<file path="src/rtl/uart_pkg.sv">
// Shared UART definitions: frame states, oversampling constants and
// parity/alignment helpers used by both receiver and transmitter.
package uart_pkg;

    typedef enum logic [2:0] {
        IDLE,
        START,
        DATA,
        PARITY,
        STOP
    } uart_state_e;

    localparam int OVERSAMPLE = 16;
    localparam int HALF_BIT   = 7;

    localparam logic [3:0] LAST_TICK = 4'(OVERSAMPLE - 1);
    localparam logic [3:0] MID_TICK  = 4'(HALF_BIT);

    // Expected parity bit as selected by {stick parity, even parity select}.
    function automatic logic expected_parity(input logic [7:0] data,
                                             input logic       sticky,
                                             input logic       even);
        case ({sticky, even})
            2'b00:   return ~^data;
            2'b01:   return ^data;
            2'b10:   return 1'b1;
            default: return 1'b0;
        endcase
    endfunction

    function automatic logic [7:0] align_word(input logic [7:0] shift,
                                              input logic [1:0] wls);
        return shift >> (2'd3 - wls);
    endfunction

endpackage

</file>
<file path="src/rtl/uart_rx_if.sv">
// Receiver-side UART bundle: line, baud enable, LCR controls and the
// word/status output toward the RX FIFO.
interface uart_rx_if;

    logic       baud_pulse;
    logic       rx;
    logic       pen;
    logic       eps;
    logic       sticky_parity;
    logic [1:0] wls;
    logic [7:0] dout;
    logic       push;
    logic       pe;
    logic       fe;
    logic       bi;

    modport master (
        output baud_pulse, rx, pen, eps, sticky_parity, wls,
        input  dout, push, pe, fe, bi
    );

    modport slave (
        input  baud_pulse, rx, pen, eps, sticky_parity, wls,
        output dout, push, pe, fe, bi
    );

endinterface

</file>
<file path="src/rtl/uart_sync2.sv">
// Two-flop synchronizer for a single asynchronous bit with a
// configurable reset value.
module uart_sync2 #(
    parameter logic RESET_VALUE = 1'b1
) (
    input  logic clk,
    input  logic rst,
    input  logic d,
    output logic q
);

    logic meta;

    always_ff @(posedge clk or negedge rst) begin
        if (!rst) begin
            meta <= RESET_VALUE;
            q    <= RESET_VALUE;
        end else begin
            meta <= d;
            q    <= meta;
        end
    end

endmodule

</file>
<file path="src/rtl/uart_rx_top.sv">
// 16x oversampling UART receiver: 5-8 data bits, optional (sticky) parity,
// framing and break detection, one push per completed frame.
module uart_rx_top
    import uart_pkg::*;
(
    input  logic     clk,
    input  logic     rst,
    uart_rx_if.slave bus
);

    logic rx_s;

    uart_sync2 #(.RESET_VALUE(1'b1)) u_sync (
        .clk (clk),
        .rst (rst),
        .d   (bus.rx),
        .q   (rx_s)
    );

    uart_state_e state, state_n;
    logic [3:0]  count, count_n;
    logic [2:0]  bitcnt, bitcnt_n;
    logic        armed, armed_n;
    logic [7:0]  shift, shift_n;
    logic [1:0]  wls_l, wls_l_n;
    logic        pen_l, pen_l_n;
    logic        eps_l, eps_l_n;
    logic        stick_l, stick_l_n;
    logic        par_bit, par_bit_n;
    logic        pe_pend, pe_pend_n;
    logic [7:0]  dout_r, dout_n;
    logic        push_r, push_n;
    logic        pe_r, pe_n;
    logic        fe_r, fe_n;
    logic        bi_r, bi_n;
    logic [7:0]  word;

    assign word = align_word(shift, wls_l);

    always_ff @(posedge clk or negedge rst) begin
        if (!rst) begin
            state   <= IDLE;
            count   <= '0;
            bitcnt  <= '0;
            armed   <= 1'b0;
            shift   <= '0;
            wls_l   <= '0;
            pen_l   <= 1'b0;
            eps_l   <= 1'b0;
            stick_l <= 1'b0;
            par_bit <= 1'b0;
            pe_pend <= 1'b0;
            dout_r  <= '0;
            push_r  <= 1'b0;
            pe_r    <= 1'b0;
            fe_r    <= 1'b0;
            bi_r    <= 1'b0;
        end else begin
            state   <= state_n;
            count   <= count_n;
            bitcnt  <= bitcnt_n;
            armed   <= armed_n;
            shift   <= shift_n;
            wls_l   <= wls_l_n;
            pen_l   <= pen_l_n;
            eps_l   <= eps_l_n;
            stick_l <= stick_l_n;
            par_bit <= par_bit_n;
            pe_pend <= pe_pend_n;
            dout_r  <= dout_n;
            push_r  <= push_n;
            pe_r    <= pe_n;
            fe_r    <= fe_n;
            bi_r    <= bi_n;
        end
    end

    // Everything advances only on baud ticks; push alone self-clears every clk.
    always_comb begin
        state_n   = state;
        count_n   = count;
        bitcnt_n  = bitcnt;
        armed_n   = armed;
        shift_n   = shift;
        wls_l_n   = wls_l;
        pen_l_n   = pen_l;
        eps_l_n   = eps_l;
        stick_l_n = stick_l;
        par_bit_n = par_bit;
        pe_pend_n = pe_pend;
        dout_n    = dout_r;
        push_n    = 1'b0;
        pe_n      = pe_r;
        fe_n      = fe_r;
        bi_n      = bi_r;

        if (bus.baud_pulse) begin
            case (state)
                IDLE: begin
                    if (!rx_s && armed) begin
                        state_n   = START;
                        count_n   = MID_TICK;
                        armed_n   = 1'b0;
                        wls_l_n   = bus.wls;
                        pen_l_n   = bus.pen;
                        eps_l_n   = bus.eps;
                        stick_l_n = bus.sticky_parity;
                        par_bit_n = 1'b0;
                        pe_pend_n = 1'b0;
                    end else if (rx_s) begin
                        armed_n = 1'b1;
                    end
                end
                START: begin
                    if (count != 4'd0) begin
                        count_n = count - 4'd1;
                    end else if (!rx_s) begin
                        state_n  = DATA;
                        count_n  = LAST_TICK;
                        bitcnt_n = {1'b1, wls_l};
                    end else begin
                        state_n = IDLE;
                    end
                end
                DATA: begin
                    if (count != 4'd0) begin
                        count_n = count - 4'd1;
                    end else begin
                        shift_n = {rx_s, shift[7:1]};
                        count_n = LAST_TICK;
                        if (bitcnt == 3'd0) begin
                            state_n = pen_l ? PARITY : STOP;
                        end else begin
                            bitcnt_n = bitcnt - 3'd1;
                        end
                    end
                end
                PARITY: begin
                    if (count != 4'd0) begin
                        count_n = count - 4'd1;
                    end else begin
                        par_bit_n = rx_s;
                        pe_pend_n = rx_s != expected_parity(word, stick_l, eps_l);
                        count_n   = LAST_TICK;
                        state_n   = STOP;
                    end
                end
                STOP: begin
                    if (count != 4'd0) begin
                        count_n = count - 4'd1;
                    end else begin
                        dout_n  = word;
                        pe_n    = pe_pend;
                        fe_n    = ~rx_s;
                        bi_n    = (word == 8'd0) && !rx_s && (!par_bit || !pen_l);
                        push_n  = 1'b1;
                        state_n = IDLE;
                    end
                end
                default: state_n = IDLE;
            endcase
        end
    end

    assign bus.dout = dout_r;
    assign bus.push = push_r;
    assign bus.pe   = pe_r;
    assign bus.fe   = fe_r;
    assign bus.bi   = bi_r;

endmodule
</file>
<file path="src/flat_wrapper.sv">
// flat-port wrapper written by rule: the top's interface ports become plain ports
module uart_rx_top_flat import uart_pkg::*;
  (clk, rst, bus_baud_pulse, bus_rx, bus_pen, bus_eps, bus_sticky_parity, bus_wls, bus_dout, bus_push, bus_pe, bus_fe, bus_bi);
  uart_rx_if bus_i ();
  input  logic clk;
  input  logic rst;
  input wire logic [$bits(bus_i.baud_pulse)-1:0] bus_baud_pulse;
  input wire logic [$bits(bus_i.rx)-1:0] bus_rx;
  input wire logic [$bits(bus_i.pen)-1:0] bus_pen;
  input wire logic [$bits(bus_i.eps)-1:0] bus_eps;
  input wire logic [$bits(bus_i.sticky_parity)-1:0] bus_sticky_parity;
  input wire logic [$bits(bus_i.wls)-1:0] bus_wls;
  output wire logic [$bits(bus_i.dout)-1:0] bus_dout;
  output wire logic [$bits(bus_i.push)-1:0] bus_push;
  output wire logic [$bits(bus_i.pe)-1:0] bus_pe;
  output wire logic [$bits(bus_i.fe)-1:0] bus_fe;
  output wire logic [$bits(bus_i.bi)-1:0] bus_bi;
  assign bus_i.baud_pulse = bus_baud_pulse;
  assign bus_i.rx = bus_rx;
  assign bus_i.pen = bus_pen;
  assign bus_i.eps = bus_eps;
  assign bus_i.sticky_parity = bus_sticky_parity;
  assign bus_i.wls = bus_wls;
  assign bus_dout = bus_i.dout;
  assign bus_push = bus_i.push;
  assign bus_pe = bus_i.pe;
  assign bus_fe = bus_i.fe;
  assign bus_bi = bus_i.bi;
  uart_rx_top u_core (.clk(clk), .rst(rst), .bus(bus_i));
endmodule
</file>
<file path="config.mk">
export PLATFORM = sky130hd
export DESIGN_NAME = uart_rx_top_flat
export DESIGN_NICKNAME = d
export VERILOG_FILES = /design/src/rtl/uart_pkg.sv /design/src/rtl/uart_rx_if.sv /design/src/rtl/uart_sync2.sv /design/src/rtl/uart_rx_top.sv /design/src/flat_wrapper.sv
export SDC_FILE = /design/constraint.sdc
export NUM_CORES = 1
export LEC_CHECK = 0
export BUFFER_PORTS_ARGS = -buffer_cell sky130_fd_sc_hd__buf_2
export CAP_MARGIN = 20
export CORE_MARGIN = 10
export CORE_UTILIZATION = 24
export CTS_BUF_LIST = sky130_fd_sc_hd__clkbuf_8 sky130_fd_sc_hd__clkbuf_16
export CTS_CLUSTER_DIAMETER = 30
export CTS_CLUSTER_SIZE = 25
export DETAILED_ROUTE_END_ITERATION = 10
export GPL_TIMING_DRIVEN = 1
export PLACE_DENSITY_LB_ADDON = 0.12
export SYNTH_ARGS = -nofsm -noshare
export SYNTH_HDL_FRONTEND = slang
export SYNTH_SLANG_ARGS = --single-unit
export TNS_END_PERCENT = 10
</file>
<file path="constraint.sdc">
create_clock -name clk -period 2.9 [get_ports clk]
set_input_delay 0.58 -clock clk [delete_from_list [all_inputs] [get_ports clk]]
set_output_delay 0.58 -clock clk [all_outputs]
set_load 0.02 [all_outputs]
</file>
==> flow_metrics.py, run 1 <==
metrics = {
    "timing": {
        "finClkSkew_ns": 0.007678,
        "setup_viol": 0,
        "timing.final.crit_share_pct": 79.73,
        "fmax_ghz": 0.4325,
        "whs_ns": 0.1457,
        "drv_slew": 0,
        "post-route-min-period_ns": 2.312,
        "worst_slew_pin_slew_ns": 0.5355,
        "relSlewSlack_pct": 64.10,
        "rsz0062_at_grt": "no",
        "totalNegativeSetupSlack_ns": 0,
        "finalHoldViolations": 0,
    },
    "clock_tree": {
        "cts_hold_buf": 0,
        "clkLatencyLatePin_ns": 0.29,
        "clockBufferDepth": 2,
        "root_buffer": "clkbuf_8",
        "cts_buffers": 5,
        "cts_sinks": 40,
        "cts.repair.resized": 0,
        "postCtsSetupRepairBufs": 0,
        "path_clk_slew_ns": 0.08,
        "h-tree-depth": 2,
        "cts_tree": "done",
    },
    "floorplan": {
        "dieWidth_um": 113.9,
        "placementRows": 34,
        "core_area_mm2": 0.008636,
        "io_pins": 21,
        "die_y_um": 113.9,
        "dieArea_mm2": 0.01298,
        "start_util_pct": 24.51,
    },
    "logic_synthesis": {
        "mappedNetlistArea_mm2": 0.002117,
        "avgSynthCellArea_um2": 10.18,
        "synth_top_area_cell": "dfrtp_1",
        "syn_nets": 225,
        "synthesis.instances": 208,
        "synth_seq_cells": 40,
        "synth_cell_types": 43,
        "synth_warnings": 0,
        "yosysTopAreaCellShare_pct": 44.92,
        "synth_edf_count": 0,
        "async_flop_share_pct": 100.0,
        "ys_seq_area_share_pct": 47.40,
        "synthTopCellsByArea": "dfrtp_1 (45%), mux2_2 (9.0%), nand2_1 (5.3%)",
        "ys.flop_type": "dfrtp_1",
    },
    "critical_path": {
        "cp_max_fo": 12,
        "cp_common_cell": "xnor2_1",
        "path_cells": "mux2_2 > o21ai_0 > ha_1 > xnor2_1 > xnor2_1 > nor2_1 > xnor2_1 > mux2i_1",
        "r2r_setup_slack_ns": 0.59,
        "max_stage_delay_ns": 0.63,
        "r2r_end": "u_core.pe_pend",
        "cp.arrival_ns": 2.48,
        "critPathRequiredTime_ns": 3.07,
        "end_kind": "flop",
        "crit_path_top_delay_cell": "dfrtp_1",
        "critical_path_class": "flop to flop",
        "cp-start-kind": "flop",
        "cp_num_buf_inv": 0,
        "cpLargestDelayFamily": "flip-flops",
        "regToRegStartpoint": "u_core.wls_l[0]",
        "r2r_cells": 8,
    },
    "drt": {
        "routed-via-count": 1495,
        "first_iter_violations": 51,
        "drt-total-wl_mm": 4.623,
        "ant_nets": 0,
        "viasPerCell": 4.449,
        "first_pass_iters": 4,
        "wire_per_inst_um": 13.76,
        "route.detailed.drc": 0,
    },
    "layout": {
        "layout-drive-gt1-share_pct": 25.44,
        "area.growth.synth_to_final_pct": 16.25,
        "final_nets": 245,
        "diodes": 0,
    },
    "placement": {
        "portBuffers": 20,
        "hpwl_mm": 3.295,
        "routabilityCongestion": 0.7297,
    },
    "pwr": {
        "leakage_nw": 1.124,
        "power_density_mw_per_mm2": 730.1,
        "peakVddDrop_v": 0.0003162,
    },
    "worst_hold_path": {
        "hp-class": "primary input to asynchronous set/reset pin",
    },
    "outcome": {
        "outcome": "finished, final reports clean",
    },
    "job": {
        "max_cap_violations": 0,
    },
    "global_routing": {
        "grt_pass1_vias": 1531,
        "grt_first_pass_wirelength_mm": 7.852,
        "grt_max_degree": 41,
        "antenna_found_initial": 0,
        "overflow": 0,
        "grt_usage_pct": 7.451,
    },
}
-- state kept, by name (all words and copies together) (netlist names), 2 cells and up --
signal and flops:
u_core.bitcnt 3, u_core.bus.dout 8, u_core.count 4, u_core.state 3, u_core.shift 8, u_core.wls_l 2
-- kinds of logic after synthesis --
kind of cell | count (synthesis) | share of synthesized area [%]
buf+inv | 19 | 4.019
simple gates | 69 | 16.79
fa+ha+maj | 8 | 4.728
mux | 27 | 14.01
flops | 40 | 47.40
xor+xnor | 6 | 2.482
compound gates | 39 | 10.58
-- final cells by class --
type	count	area [um^2]
timing repair buffer	22	127.6
fill	905	6175
multi-input combinational	149	1028
sequential	40	1003
clock buffer	5	68.82
tap	108	135.1
clock inverter	2	60.06
inverter	10	37.54
-- metrics by stage --
step | util [%] | setup WS, ns | cells | cell area (um^2) | power [mW]
floorplan | - | 0.9353 | 208 | 2117 | 1.178
global placement | 26.77 | 0.6428 | 328 | 2312 | 1.277
detailed placement | 26.77 | 0.6038 | 328 | 2312 | 1.274
CTS | 28.27 | 0.5916 | 335 | 2441 | 1.827
global route | 28.50 | 0.3783 | 336 | 2461 | 1.932
finish | 28.50 | 0.5878 | 336 | 2461 | 1.797
-- worst max-delay path by stage --
stage | from | to | slack [ns] | depth (start not counted)
final | u_core.wls_l[0] | u_core.pe_pend | 0.59 | 8
after global routing | u_core.wls_l[0] | u_core.pe_pend | 0.38 | 8
after CTS | u_core.wls_l[0] | u_core.pe_pend | 0.59 | 8
after detailed placement | u_core.wls_l[0] | u_core.pe_pend | 0.60 | 8
after global placement | u_core.wls_l[0] | u_core.pe_pend | 0.64 | 8
after floorplan | u_core.wls_l[0] | u_core.pe_pend | 0.94 | 9
-- routing by layer --
metal | vias to the layer above | GRT usage (%) | wire length, um
met4 | 0 | 3.258 | 85
met2 | 18 | 10.74 | 1939
met3 | 6 | 1.942 | 159
met1 | 711 | 10.18 | 2438
met5 | - | 0 | 0
li1 | 760 | - | -
-- synthesized netlist by cell type, types with 3 or more instances --
master    number
ha_1           8
nor3_1         3
mux2i_1        9
inv_1         10
dfrtp_1       38
xnor2_1        5
mux2_2        17
nor2_1         9
nor2b_1        3
nand2_1       30
nand3_1        6
o21ai_1        4
a21oi_1        5
o21ai_0       19
clkbuf_1       5
-- cell usage in the layout (no fill, tap or decap), drive strengths merged, types with 6 or more instances in the layout --
| cell | instances |
|---|---|
| ha | 8 |
| o21ai | 23 |
| nand3 | 6 |
| nor2 | 10 |
| mux2i | 9 |
| dfrtp | 38 |
| mux2 | 18 |
| buf | 22 |
| nand2 | 30 |
| inv | 10 |
-- power breakdown --
group	internal, mW	switching [mW]	total, mW
Sequential	0.644	0.166	0.810
Clock	0.339	0.199	0.538
Combinational	0.244	0.205	0.449
Total	1.23	0.570	1.80
Note: power is estimated with default switching activity, not from simulation.
==> inputs of run 2 (changes only) <==
==> constraint.sdc (replaced) <==
create_clock -name clk -period 2.4 [get_ports clk]
set_input_delay 0.48 -clock clk [delete_from_list [all_inputs] [get_ports clk]]
set_output_delay 0.48 -clock clk [all_outputs]
set_load 0.02 [all_outputs]
==> flow_metrics.py, run 2 (synthesis gave the netlist of run 1 again) <==
metrics = {
    "outcome": {
        "outcome": "finished, final reports clean",
    },
    "layout": {
        "area.growth.synth_to_final_pct": 16.31,
        "final_nets": 248,
        "nFillCells": 913,
        "diodes": 0,
        "layout_common_cells": "dfrtp_1 (38), nand2_1 (30), buf_2 (20), o21ai_0 (19), mux2_2 (17)",
        "final_common_cell": "dfrtp_1",
        "stdcell_count": 340,
        "layout-drive-gt1-share_pct": 26.29,
    },
    "critical_path": {
        "cp_num_buf_inv": 1,
        "regToRegStartpoint": "u_core.wls_l[0]",
        "end_kind": "flop",
        "critical_path_class": "flop to flop",
        "cp.arrival_ns": 2.31,
        "critPathRequiredTime_ns": 2.58,
        "critical_path.startpoint": "u_core.wls_l[0]",
        "path_cells": "buf_4 > mux2i_1 > nand2_1 > o21ai_0 > ha_1 > xnor2_1 > xnor2_1 > nor2_1 > xnor2_1 > mux2i_1",
        "crit_path_top_delay_cell": "dfrtp_1",
        "cp_common_cell": "xnor2_1",
        "cpLargestDelayFamily": "flip-flops",
        "r2r_setup_slack_ns": 0.27,
        "cp_max_fo": 8,
        "cp-start-kind": "flop",
        "max_stage_delay_ns": 0.47,
    },
    "clock_tree": {
        "clockBufferDepth": 2,
        "clkLatencyLatePin_ns": 0.29,
        "cts.repair.resized": 0,
        "cts_hold_buf": 0,
        "path_clk_slew_ns": 0.08,
        "cts_buffers": 5,
        "root_buffer": "clkbuf_8",
        "postCtsSetupRepairBufs": 0,
        "cts_tree": "done",
        "cts_sinks": 40,
        "h-tree-depth": 2,
    },
    "floorplan": {
        "io_pins": 21,
        "dieArea_mm2": 0.01298,
        "start_util_pct": 24.51,
        "die_y_um": 113.9,
        "placementRows": 34,
        "core_area_mm2": 0.008636,
        "dieWidth_um": 113.9,
    },
    "timing": {
        "finClkSkew_ns": 0.005523,
        "totalNegativeSetupSlack_ns": 0,
        "whs_ns": 0.1525,
        "finalHoldViolations": 0,
        "post-route-min-period_ns": 2.129,
        "setup_viol": 0,
        "fmax_ghz": 0.4697,
        "worst_slew_pin_slew_ns": 0.5303,
        "timing.final.crit_share_pct": 88.71,
        "relSlewSlack_pct": 64.45,
        "rsz0062_at_grt": "no",
        "drv_slew": 0,
    },
    "drt": {
        "routed-via-count": 1497,
        "first_iter_violations": 40,
        "ant_nets": 0,
        "viasPerCell": 4.403,
        "wl_met1_mm": 2.353,
        "drt-total-wl_mm": 4.548,
        "route.detailed.drc": 0,
        "first_pass_iters": 4,
        "wl_met3_um": 143,
        "highest_layer": "met4",
        "route.met2.wl_mm": 1.966,
        "wire_per_inst_um": 13.38,
    },
    "placement": {
        "dp_cells": 332,
        "hpwl_mm": 3.422,
        "portBuffers": 20,
        "routabilityCongestion": 0.7388,
    },
    "pwr": {
        "leakage_nw": 1.135,
        "power_density_mw_per_mm2": 846.1,
        "peakVddDrop_v": 0.0003362,
    },
    "worst_hold_path": {
        "hp-class": "primary input to asynchronous set/reset pin",
    },
    "global_routing": {
        "grt_first_pass_wirelength_mm": 7.872,
        "grt_max_degree": 23,
        "overflow": 0,
        "grt_pass1_vias": 1473,
        "antenna_found_initial": 0,
        "grt_usage_pct": 7.448,
    },
    "job": {
        "max_cap_violations": 0,
    },
}
run 2: cell types whose count changed in the layout (fill, tap and decap cells not counted), sizes merged:
cell,before,now
clkinv,0,1
inv,10,11
buf,22,25
bufinv,2,1
run 2: power breakdown:
part | switching, mW | internal (mW) | leakage (nW)
clock | 0.243 | 0.305 | 0.0593
combinational | 0.291 | 0.313 | 0.563
sequential | 0.152 | 0.779 | 0.512
run 2: metrics by stage:
stage,area [um^2],power [mW],worst slack [ns],utilization [%]
finish,2462,2.083,0.2709,28.51
global route,2462,2.251,0.02014,28.51
CTS,2462,2.127,0.2185,28.51
detailed placement,2355,1.566,0.2250,27.27
global placement,2355,1.569,0.2818,27.27
floorplan,2117,1.424,0.4353,-
run 2: worst reg2reg max path, stage by stage (launching register included):
cell	delay, ns
dfrtp_1	0.47
buf_4	0.20
mux2i_1	0.24
nand2_1	0.07
o21ai_0	0.12
ha_1	0.29
xnor2_1	0.19
xnor2_1	0.13
nor2_1	0.07
xnor2_1	0.15
mux2i_1	0.08
run 2: per-layer routing:
metal / vias up / global-route usage, %
met1: 700 / 10.51
li1: 769 / -
met3: 6 / 1.470
met2: 22 / 10.44
met5: - / 0
met4: 0 / 3.759
run 2: layout make-up:
cell class | count | area, um^2 | area share (%)
well taps | 108 | 135.1 | 5.488
repair buffers | 25 | 150.1 | 6.098
clock inverters | 3 | 38.79 | 1.575
multi-input cells | 149 | 1028 | 41.77
flip-flops and latches | 40 | 1003 | 40.75
clock buffers | 5 | 68.82 | 2.795
inverters | 10 | 37.54 | 1.524
run 2: worst paths after layout:
kind,to,cells past startpoint
max in group asynchronous,u_core.state[0],2
setup / recovery,u_core.pe_pend,10
setup reg to reg,u_core.pe_pend,10
hold / removal,u_core.bitcnt[2],1
hold reg to reg,u_core.u_sync.q,0
min in group clk,u_core.u_sync.meta,1
